--- src/rtl/board_render_ctrl_pkg.sv ---
// Shared types, geometry and palette for the board renderer.
// Colours are packed {r[3:0], g[3:0], b[3:0]}.
package board_pkg;

    localparam int H_ACTIVE    = 1280;
    localparam int V_ACTIVE    = 800;
    localparam int BOARD_X0    = 384;
    localparam int BOARD_Y0    = 144;
    localparam int TILE_LOG2   = 6;
    localparam int TILE        = 1 << TILE_LOG2;
    localparam int BOARD_N     = 8;
    localparam int BOARD_PX    = BOARD_N * TILE;
    localparam int BOARD_CELLS = BOARD_N * BOARD_N;

    typedef enum logic [1:0] {
        EMPTY = 2'd0,
        RED   = 2'd1,
        BLUE  = 2'd2,
        RSVD  = 2'd3
    } piece_t;

    typedef enum logic [1:0] {
        SET_PIECE   = 2'd0,
        MOVE_CURSOR = 2'd1,
        CLEAR_BOARD = 2'd2,
        NOP         = 2'd3
    } cfg_op_t;

    typedef enum logic [1:0] {
        IDLE   = 2'd0,
        CLEAR  = 2'd1,
        COMMIT = 2'd2
    } ctrl_state_t;

    localparam logic [11:0] BG_C     = 12'h112;
    localparam logic [11:0] GRID_C   = 12'h444;
    localparam logic [11:0] LIGHT_C  = 12'hDCA;
    localparam logic [11:0] DARK_C   = 12'h852;
    localparam logic [11:0] RED_C    = 12'hE11;
    localparam logic [11:0] BLUE_C   = 12'h13E;
    localparam logic [11:0] CURSOR_C = 12'hFF0;

    // Board cells are stored row-major, eight cells per row.
    function automatic logic [5:0] cell_idx(input logic [2:0] col, input logic [2:0] row);
        return {row, col};
    endfunction

endpackage

--- src/rtl/board_render_ctrl_if.sv ---
// Board/cursor update handshake between game logic (master) and the renderer (slave).
interface board_render_ctrl_if;

    logic       cfg_req;
    logic [1:0] cfg_op;
    logic [2:0] cfg_tx;
    logic [2:0] cfg_ty;
    logic [1:0] cfg_piece;
    logic       cfg_ack;
    logic       cfg_busy;

    modport master (
        output cfg_req, cfg_op, cfg_tx, cfg_ty, cfg_piece,
        input  cfg_ack, cfg_busy
    );

    modport slave (
        input  cfg_req, cfg_op, cfg_tx, cfg_ty, cfg_piece,
        output cfg_ack, cfg_busy
    );

endinterface

--- src/rtl/board_render_ctrl_pixel_pipe.sv ---
// Two-stage pixel pipeline: S1 locates the scan position on the board, S2 picks the colour.
// Reads only the live board/cursor so the picture changes on frame boundaries only.
module board_pixel_pipe
    import board_pkg::*;
(
    input  logic                         clk,
    input  logic                         rst,
    input  logic [10:0]                  x_i,
    input  logic [9:0]                   y_i,
    input  logic [BOARD_CELLS-1:0][1:0]  live_i,
    input  logic [2:0]                   cur_col_i,
    input  logic [2:0]                   cur_row_i,
    input  logic                         cursor_show_i,
    output logic [11:0]                  pix_o
);

    logic                  active_d, active_q;
    logic                  in_board_d, in_board_q;
    logic [2:0]            col_d, col_q;
    logic [2:0]            row_d, row_q;
    logic [TILE_LOG2-1:0]  ox_d, ox_q;
    logic [TILE_LOG2-1:0]  oy_d, oy_q;
    logic [TILE_LOG2+2:0]  dx, dy;
    logic [11:0]           pix_d, pix_q;
    piece_t                piece;
    logic                  cur_tile, on_border, in_inset;

    // Offsets wrap outside the board; in_board (decided before the subtract) masks them.
    assign dx = (TILE_LOG2+3)'(x_i - 11'(BOARD_X0));
    assign dy = (TILE_LOG2+3)'({1'b0, y_i} - 11'(BOARD_Y0));

    assign active_d   = (x_i < 11'(H_ACTIVE)) && (y_i < 10'(V_ACTIVE));
    assign in_board_d = (x_i >= 11'(BOARD_X0)) && (x_i < 11'(BOARD_X0 + BOARD_PX)) &&
                        (y_i >= 10'(BOARD_Y0)) && (y_i < 10'(BOARD_Y0 + BOARD_PX));
    assign col_d      = dx[TILE_LOG2 +: 3];
    assign row_d      = dy[TILE_LOG2 +: 3];
    assign ox_d       = dx[TILE_LOG2-1:0];
    assign oy_d       = dy[TILE_LOG2-1:0];

    always_comb begin
        piece     = piece_t'(live_i[cell_idx(col_q, row_q)]);
        cur_tile  = in_board_q && (col_q == cur_col_i) && (row_q == cur_row_i);
        on_border = (ox_q < TILE_LOG2'(2)) || (ox_q >= TILE_LOG2'(TILE - 2)) ||
                    (oy_q < TILE_LOG2'(2)) || (oy_q >= TILE_LOG2'(TILE - 2));
        in_inset  = (ox_q >= TILE_LOG2'(8)) && (ox_q < TILE_LOG2'(TILE - 8)) &&
                    (oy_q >= TILE_LOG2'(8)) && (oy_q < TILE_LOG2'(TILE - 8));

        pix_d = BG_C;
        if (!active_q) begin
            pix_d = '0;
        end else if (cur_tile && on_border && cursor_show_i) begin
            pix_d = CURSOR_C;
        end else if (in_board_q && in_inset && (piece == RED)) begin
            pix_d = RED_C;
        end else if (in_board_q && in_inset && (piece == BLUE)) begin
            pix_d = BLUE_C;
        end else if (in_board_q && ((ox_q == '0) || (oy_q == '0))) begin
            pix_d = GRID_C;
        end else if (in_board_q) begin
            pix_d = (col_q[0] ^ row_q[0]) ? DARK_C : LIGHT_C;
        end
    end

    always_ff @(posedge clk) begin
        if (rst) begin
            active_q   <= 1'b0;
            in_board_q <= 1'b0;
            col_q      <= '0;
            row_q      <= '0;
            ox_q       <= '0;
            oy_q       <= '0;
            pix_q      <= '0;
        end else begin
            active_q   <= active_d;
            in_board_q <= in_board_d;
            col_q      <= col_d;
            row_q      <= row_d;
            ox_q       <= ox_d;
            oy_q       <= oy_d;
            pix_q      <= pix_d;
        end
    end

    assign pix_o = pix_q;

endmodule

--- src/rtl/board_render_ctrl.sv ---
// Board renderer top: update FSM, shadow/live board storage, frame counter, pixel pipe.
// Build option CURSOR_BLINK_EN: cursor border shown only while frame_cnt[5]==0.
//
// state  | meaning
// IDLE   | sample update requests; start COMMIT on vblank_start
// CLEAR  | wipe one shadow cell per cycle, index 0..63
// COMMIT | copy shadow board/cursor into live copy, count the frame
module board_render_ctrl
    import board_pkg::*;
(
    input  logic                      clk,
    input  logic                      rst,
    input  logic [10:0]               curr_x_i,
    input  logic [9:0]                curr_y_i,
    board_render_ctrl_if.slave        cfg,
    output logic [15:0]               frame_cnt_o,
    output logic [3:0]                pix_r_o,
    output logic [3:0]                pix_g_o,
    output logic [3:0]                pix_b_o
);

    ctrl_state_t                   state_q, state_d;
    logic [5:0]                    clr_idx_q, clr_idx_d;
    logic                          commit_pend_q, commit_pend_d;
    logic                          ack_q, ack_d;
    logic                          busy;
    logic [15:0]                   frame_cnt_q, frame_cnt_d;
    logic [BOARD_CELLS-1:0][1:0]   shadow_q, shadow_d;
    logic [BOARD_CELLS-1:0][1:0]   live_q, live_d;
    logic [2:0]                    cur_sx_q, cur_sx_d, cur_sy_q, cur_sy_d;
    logic [2:0]                    cur_lx_q, cur_lx_d, cur_ly_q, cur_ly_d;
    logic                          vblank_start, req_take, cursor_show;
    logic [1:0]                    piece_wr;
    cfg_op_t                       op;
    logic [11:0]                   pix;

    assign vblank_start = (curr_x_i == '0) && (curr_y_i == 10'(V_ACTIVE));
    assign op           = cfg_op_t'(cfg.cfg_op);
    assign piece_wr     = (cfg.cfg_piece == RSVD) ? EMPTY : cfg.cfg_piece;
    // Holding off while ack is high spaces accepted requests at least two cycles apart.
    assign req_take     = (state_q == IDLE) && !vblank_start && cfg.cfg_req && !ack_q;

    always_ff @(posedge clk) begin
        if (rst) state_q <= IDLE;
        else     state_q <= state_d;
    end

    always_comb begin
        state_d = state_q;
        unique case (state_q)
            IDLE: begin
                if (vblank_start)                           state_d = COMMIT;
                else if (req_take && (op == CLEAR_BOARD))   state_d = CLEAR;
            end
            CLEAR: begin
                if (clr_idx_q == 6'd63) state_d = (commit_pend_q || vblank_start) ? COMMIT : IDLE;
            end
            COMMIT:  state_d = IDLE;
            default: state_d = IDLE;
        endcase
    end

    always_comb begin
        ack_d         = 1'b0;
        busy          = 1'b0;
        clr_idx_d     = '0;
        commit_pend_d = 1'b0;
        shadow_d      = shadow_q;
        cur_sx_d      = cur_sx_q;
        cur_sy_d      = cur_sy_q;
        live_d        = live_q;
        cur_lx_d      = cur_lx_q;
        cur_ly_d      = cur_ly_q;
        frame_cnt_d   = frame_cnt_q;
        unique case (state_q)
            IDLE: begin
                if (req_take) begin
                    unique case (op)
                        SET_PIECE: begin
                            shadow_d[cell_idx(cfg.cfg_tx, cfg.cfg_ty)] = piece_wr;
                            ack_d = 1'b1;
                        end
                        MOVE_CURSOR: begin
                            cur_sx_d = cfg.cfg_tx;
                            cur_sy_d = cfg.cfg_ty;
                            ack_d    = 1'b1;
                        end
                        CLEAR_BOARD: ack_d = 1'b0;
                        default:     ack_d = 1'b1;
                    endcase
                end
            end
            CLEAR: begin
                busy                = 1'b1;
                shadow_d[clr_idx_q] = EMPTY;
                if (clr_idx_q == 6'd63) begin
                    ack_d = 1'b1;
                end else begin
                    clr_idx_d     = clr_idx_q + 6'd1;
                    commit_pend_d = commit_pend_q || vblank_start;
                end
            end
            COMMIT: begin
                busy        = 1'b1;
                live_d      = shadow_q;
                cur_lx_d    = cur_sx_q;
                cur_ly_d    = cur_sy_q;
                frame_cnt_d = frame_cnt_q + 16'd1;
            end
            default: busy = 1'b0;
        endcase
    end

    always_ff @(posedge clk) begin
        if (rst) begin
            clr_idx_q     <= '0;
            commit_pend_q <= 1'b0;
            ack_q         <= 1'b0;
            frame_cnt_q   <= '0;
            shadow_q      <= '0;
            live_q        <= '0;
            cur_sx_q      <= '0;
            cur_sy_q      <= '0;
            cur_lx_q      <= '0;
            cur_ly_q      <= '0;
        end else begin
            clr_idx_q     <= clr_idx_d;
            commit_pend_q <= commit_pend_d;
            ack_q         <= ack_d;
            frame_cnt_q   <= frame_cnt_d;
            shadow_q      <= shadow_d;
            live_q        <= live_d;
            cur_sx_q      <= cur_sx_d;
            cur_sy_q      <= cur_sy_d;
            cur_lx_q      <= cur_lx_d;
            cur_ly_q      <= cur_ly_d;
        end
    end

`ifdef CURSOR_BLINK_EN
    assign cursor_show = ~frame_cnt_q[5];
`else
    assign cursor_show = 1'b1;
`endif

    board_pixel_pipe u_pipe (
        .clk           (clk),
        .rst           (rst),
        .x_i           (curr_x_i),
        .y_i           (curr_y_i),
        .live_i        (live_q),
        .cur_col_i     (cur_lx_q),
        .cur_row_i     (cur_ly_q),
        .cursor_show_i (cursor_show),
        .pix_o         (pix)
    );

    assign cfg.cfg_ack  = ack_q;
    assign cfg.cfg_busy = busy;
    assign frame_cnt_o  = frame_cnt_q;
    assign pix_r_o      = pix[11:8];
    assign pix_g_o      = pix[7:4];
    assign pix_b_o      = pix[3:0];

endmodule
--- src/flat_wrapper.sv ---
// flat-port wrapper written by rule: the top's interface ports become plain ports
module board_render_ctrl_flat import board_pkg::*;
  (clk, rst, curr_x_i, curr_y_i, frame_cnt_o, pix_r_o, pix_g_o, pix_b_o, cfg_cfg_req, cfg_cfg_op, cfg_cfg_tx, cfg_cfg_ty, cfg_cfg_piece, cfg_cfg_ack, cfg_cfg_busy);
  board_render_ctrl_if cfg_i ();
  input  logic clk;
  input  logic rst;
  input  logic [10:0] curr_x_i;
  input  logic [9:0] curr_y_i;
  output logic [15:0] frame_cnt_o;
  output logic [3:0] pix_r_o;
  output logic [3:0] pix_g_o;
  output logic [3:0] pix_b_o;
  input wire logic [$bits(cfg_i.cfg_req)-1:0] cfg_cfg_req;
  input wire logic [$bits(cfg_i.cfg_op)-1:0] cfg_cfg_op;
  input wire logic [$bits(cfg_i.cfg_tx)-1:0] cfg_cfg_tx;
  input wire logic [$bits(cfg_i.cfg_ty)-1:0] cfg_cfg_ty;
  input wire logic [$bits(cfg_i.cfg_piece)-1:0] cfg_cfg_piece;
  output wire logic [$bits(cfg_i.cfg_ack)-1:0] cfg_cfg_ack;
  output wire logic [$bits(cfg_i.cfg_busy)-1:0] cfg_cfg_busy;
  assign cfg_i.cfg_req = cfg_cfg_req;
  assign cfg_i.cfg_op = cfg_cfg_op;
  assign cfg_i.cfg_tx = cfg_cfg_tx;
  assign cfg_i.cfg_ty = cfg_cfg_ty;
  assign cfg_i.cfg_piece = cfg_cfg_piece;
  assign cfg_cfg_ack = cfg_i.cfg_ack;
  assign cfg_cfg_busy = cfg_i.cfg_busy;
  board_render_ctrl u_core (.clk(clk), .rst(rst), .curr_x_i(curr_x_i), .curr_y_i(curr_y_i), .cfg(cfg_i), .frame_cnt_o(frame_cnt_o), .pix_r_o(pix_r_o), .pix_g_o(pix_g_o), .pix_b_o(pix_b_o));
endmodule
--- config.mk ---
export PLATFORM = sky130hd
export DESIGN_NAME = board_render_ctrl_flat
export DESIGN_NICKNAME = d
export VERILOG_FILES = /design/src/rtl/board_render_ctrl_pkg.sv /design/src/rtl/board_render_ctrl_if.sv /design/src/rtl/board_render_ctrl_pixel_pipe.sv /design/src/rtl/board_render_ctrl.sv /design/src/flat_wrapper.sv
export SDC_FILE = /design/constraint.sdc
export NUM_CORES = 1
export LEC_CHECK = 0
export BUFFER_PORTS_ARGS = -buffer_cell sky130_fd_sc_hd__clkbuf_2
export CAP_MARGIN = 20
export CORE_ASPECT_RATIO = 2
export CORE_MARGIN = 10
export CORE_UTILIZATION = 45
export CTS_BUF_LIST = sky130_fd_sc_hd__clkbuf_8
export DETAILED_ROUTE_END_ITERATION = 12
export GPL_TIMING_DRIVEN = 0
export SETUP_SLACK_MARGIN = 0.05
export SLEW_MARGIN = 25
export SYNTH_ARGS = -nofsm -noshare
export SYNTH_HDL_FRONTEND = slang
export SYNTH_HIERARCHICAL = 1
export SYNTH_SLANG_ARGS = --single-unit
--- constraint.sdc ---
create_clock -name clk -period 4.2 [get_ports clk]
set_input_delay 0.84 -clock clk [delete_from_list [all_inputs] [get_ports clk]]
set_output_delay 0.84 -clock clk [all_outputs]
set_load 0.02 [all_outputs]
==> run metrics <==
number of distinct library cell variants in the gate-level netlist after synthesis between 60 and 70; proportion of netlist area held by the largest area contributor 0.4770; TritonCTS clock tree done; number of register bits inferred by synthesis approximately 330; class of the worst hold path reg2reg; post-detailed-placement half-perimeter wirelength 37780 um; unrepaired setup endpoints after global routing false; CP Capture Type flop; signed area change from the synthesized netlist to the final layout 12.46%; peak fanout along the critical path 10; Avg Vias per Cell between 6 and 7; overall track demand over capacity in global routing 0.2627; cell depth of the worst setup path 9; fraction of layout instances using a drive strength above 1 0.1352; met3 routing resource usage after global routing 0.03844; maximum clock path buffer count 3; Final Net Count 1498; Final Hold Vio Count 0; Post-synth top flop sky130_fd_sc_hd__dfxtp_1; Worst Path Required 4.72 ns; Worst Reg2Reg Path Length in Cells 9; measured slew at the worst slew-check pin around 1.1 ns; maximum ir drop on the vdd rail 208.8 uV; power density cells roughly 420 nW/um^2; YS warnings 6; antenna violations before repair 2; final total negative setup slack 0 ns; Clock transition at path regs around 0.060 ns; category of the worst setup path launch point flop; outcome completed; total routed wirelength 50730 um; drt initial violations around 770; final period demand of the worst path 4.034 ns; category of the most critical setup path reg2reg; Most common cell on crit path sky130_fd_sc_hd__buf_2; area of all sequential standard cells ~6500 um^2; achievable clock frequency ~0.25 GHz; fraction of synthesis flops using an asynchronous set or reset pin 0; synth top area cells sky130_fd_sc_hd__dfxtp_1 (48%), sky130_fd_sc_hd__mux2i_1 (11%), sky130_fd_sc_hd__a22o_1 (7.2%), sky130_fd_sc_hd__nor2_1 (5.7%), sky130_fd_sc_hd__mux4_2 (4.9%); Relative slew margins 0.2607; Routed WL per cell ~27 um; fraction of met2 tracks used by global routing 0.4616; hold_buf cts 0; final setup violation count 0; Reg2Reg Capture Point u_core/u_pipe/pix_o[11]; Clock H-tree levels 2; worst skew pair latency 0.61 ns; fill cell total of the finished layout 2802; crit share post-route 0.9604; portion of the post-synthesis area used by sequential elements 0.4770; Mapped Area about 14000 um^2; synthesized netlist cell count between 1000 and 1500; reported leakage power about 5.6 nW; average footprint of a synthesized cell between 10 and 15 um^2; post-placement worst setup slack a little over 0.3 ns; most common cell in the synthesized netlist sky130_fd_sc_hd__dfxtp_1; effective utilization at floorplan 0.4551; delay contributed by the slowest stage of the critical path between 0.6 and 0.7 ns; final number of max-transition violations 0; fraction of met1 tracks used by global routing 0.2524; count of vias placed by the detailed router ~11000; number of top-level pins 64; DRC violations left 0; DR pass1 iterations 5; core area between 30000 and 40000 um^2; number of rows created at floorplan 90; Design Power between 6 and 7 mW; setup clock skew after layout 0.03600 ns; cell class contributing the biggest share of worst-path delay buffers and inverters; weighted congestion reported at the end of routability-driven placement 1.031; Net Count, Synth 1391; list of cells traversed by the critical path buf_2, buf_2, buf_2, mux4_2, mux2i_1, a22oi_1, a22oi_1, a31oi_1, o22ai_1; capture point of the worst path u_core/u_pipe/pix_o[11]; flop2flop setup slack around 0.17 ns; Max stage delay cell, worst path sky130_fd_sc_hd__a22oi_1; number of setup buffers added after CTS 0; Max Cap Viol 0; number of synthesized flops with an enable pin 0; Die Width 143.3 um; Synth area leader sky130_fd_sc_hd__dfxtp_1; post-cts sizing count 0; Total Die Area 38200 um^2; Die Y-Extent around 270 um; pin count of the biggest net entering global routing 13; first-pass GRT wire length about 73000 um; most frequent cells after synthesis sky130_fd_sc_hd__dfxtp_1 (326), sky130_fd_sc_hd__nor2_1 (207), sky130_fd_sc_hd__mux2i_1 (156); most used routing layer in global routing met2; worst setup path start u_core/u_pipe/col_q[2]; vias in the first global route between 10000 and 15000; remaining antenna violation count after routing 0; launch instance of the worst register-to-register path u_core/u_pipe/col_q[2]; worst path arrival time ~4.6 ns; combined area of the multi-input logic cells between 6000 and 7000 um^2; number of CTS-inserted buffers between 40 and 50; Remaining Overflow, GRT 0; Clock Root Buffer sky130_fd_sc_hd__clkbuf_8; combined buffer and inverter count along the critical path 3; Sinks on Clock Net around 330; port bufs 58; final setup slack of the worst path around 0.17 ns
[per-stage QoR]
| stage | hold WS, ns | instance area, um^2 | util | instances |
|---|---|---|---|---|
| 6_report | 0.4734 | 15390 | 0.5118 | 1856 |
| 2_1_floorplan | 0.4404 | 13680 | - | 1349 |
| 4_1_cts | 0.4475 | 15390 | 0.5117 | 1855 |
| 5_1_grt | 0.4812 | 15390 | 0.5118 | 1856 |
| 3_5_place_dp | 0.4566 | 14440 | 0.4802 | 1775 |
| 3_3_place_gp | 0.4528 | 14430 | 0.4801 | 1775 |
[flip-flops by register name (all words and copies together) (netlist names), 6 cells and up]
name,flops
u_core/u_pipe/oy_q,6
u_core/clr_idx_q,6
u_core/u_pipe/pix_o,12
u_core/live_q,128
u_core/shadow_q,128
u_core/u_pipe/ox_q,6
u_core/frame_cnt_o,16
[worst min path at each step]
| stage | startpoint | end | slack (ns) | depth (start not counted) |
|---|---|---|---|---|
| final | u_core/shadow_q[18] | u_core/shadow_q[18] | 0.47 | 1 |
| after global routing | curr_x_i[5] | u_core/u_pipe/ox_q[5] | 0.48 | 2 |
| after detailed placement | u_core/shadow_q[76] | u_core/shadow_q[76] | 0.46 | 1 |
| after CTS | curr_y_i[4] | u_core/u_pipe/oy_q[4] | 0.45 | 2 |
| after floorplan | u_core/commit_pend_q | u_core/commit_pend_q | 0.44 | 2 |
| after global placement | u_core/commit_pend_q | u_core/commit_pend_q | 0.45 | 2 |
[power breakdown]
group,internal [mW],switching (mW),total (mW)
clock network,1.36,1.22,2.58
registers,3.12,0.0221,3.14
logic,0.222,0.483,0.705
[layout by cell type (no fill, tap or decap), types with 9 or more instances in the layout]
master                     Yosys  final
sky130_fd_sc_hd__dfxtp_1     326    326
sky130_fd_sc_hd__nor2_1      207    207
sky130_fd_sc_hd__mux2i_1     156    156
sky130_fd_sc_hd__a22o_1      112    112
sky130_fd_sc_hd__o22ai_1      67     67
sky130_fd_sc_hd__a21oi_1      65     65
sky130_fd_sc_hd__clkbuf_8      0     61
sky130_fd_sc_hd__clkbuf_2      0     59
sky130_fd_sc_hd__clkbuf_1     43     42
sky130_fd_sc_hd__nand2_1      41     41
sky130_fd_sc_hd__inv_1        18     31
sky130_fd_sc_hd__mux4_2       30     30
sky130_fd_sc_hd__nor2b_1      26     26
sky130_fd_sc_hd__buf_1        24     23
sky130_fd_sc_hd__nand3_1      23     23
sky130_fd_sc_hd__buf_2        16     17
sky130_fd_sc_hd__buf_6        15     15
sky130_fd_sc_hd__nand4_1      13     13
sky130_fd_sc_hd__xnor2_1      12     12
sky130_fd_sc_hd__xor2_1       12     12
sky130_fd_sc_hd__nor3_1        9      9
[routing by layer]
layer,vias up,routed length [um]
met4,0,5570
li1,5162,-
met3,191,2635
met1,5352,17010
met2,460,25520
met5,-,0
[cells by family after synthesis]
| group | share of synthesized area |
|---|---|
| XOR/XNOR | 0.01536 |
| AND/OR/NAND/NOR | 0.1335 |
| multiplexers | 0.1635 |
| adder cells (fa/ha/maj) | 0.007316 |
| buffers and inverters | 0.04234 |
| AO/OA/AOI/OAI | 0.1608 |
| flip-flops | 0.4770 |
| other | 0.0002741 |
[worst register-to-register path: stages, from the launching register on]
cell                      delay, ns
sky130_fd_sc_hd__dfxtp_1       0.32
sky130_fd_sc_hd__buf_2         0.35
sky130_fd_sc_hd__buf_2         0.45
sky130_fd_sc_hd__buf_2         0.59
sky130_fd_sc_hd__mux4_2        0.40
sky130_fd_sc_hd__mux2i_1       0.54
sky130_fd_sc_hd__a22oi_1       0.15
sky130_fd_sc_hd__a22oi_1       0.63
sky130_fd_sc_hd__a31oi_1       0.31
sky130_fd_sc_hd__o22ai_1       0.21
[area by class of cell]
type / count / share of cell area
multi-input combinational: 905 / 0.4274
sequential: 326 / 0.4241
clock buffer: 61 / 0.05456
buffer: 99 / 0.03317
tap: 368 / 0.02992
timing repair buffer: 58 / 0.01886
clock inverter: 19 / 0.007155
inverter: 19 / 0.004635
antenna: 1 / 0.0001626
Power figures use the tool's default switching activity.
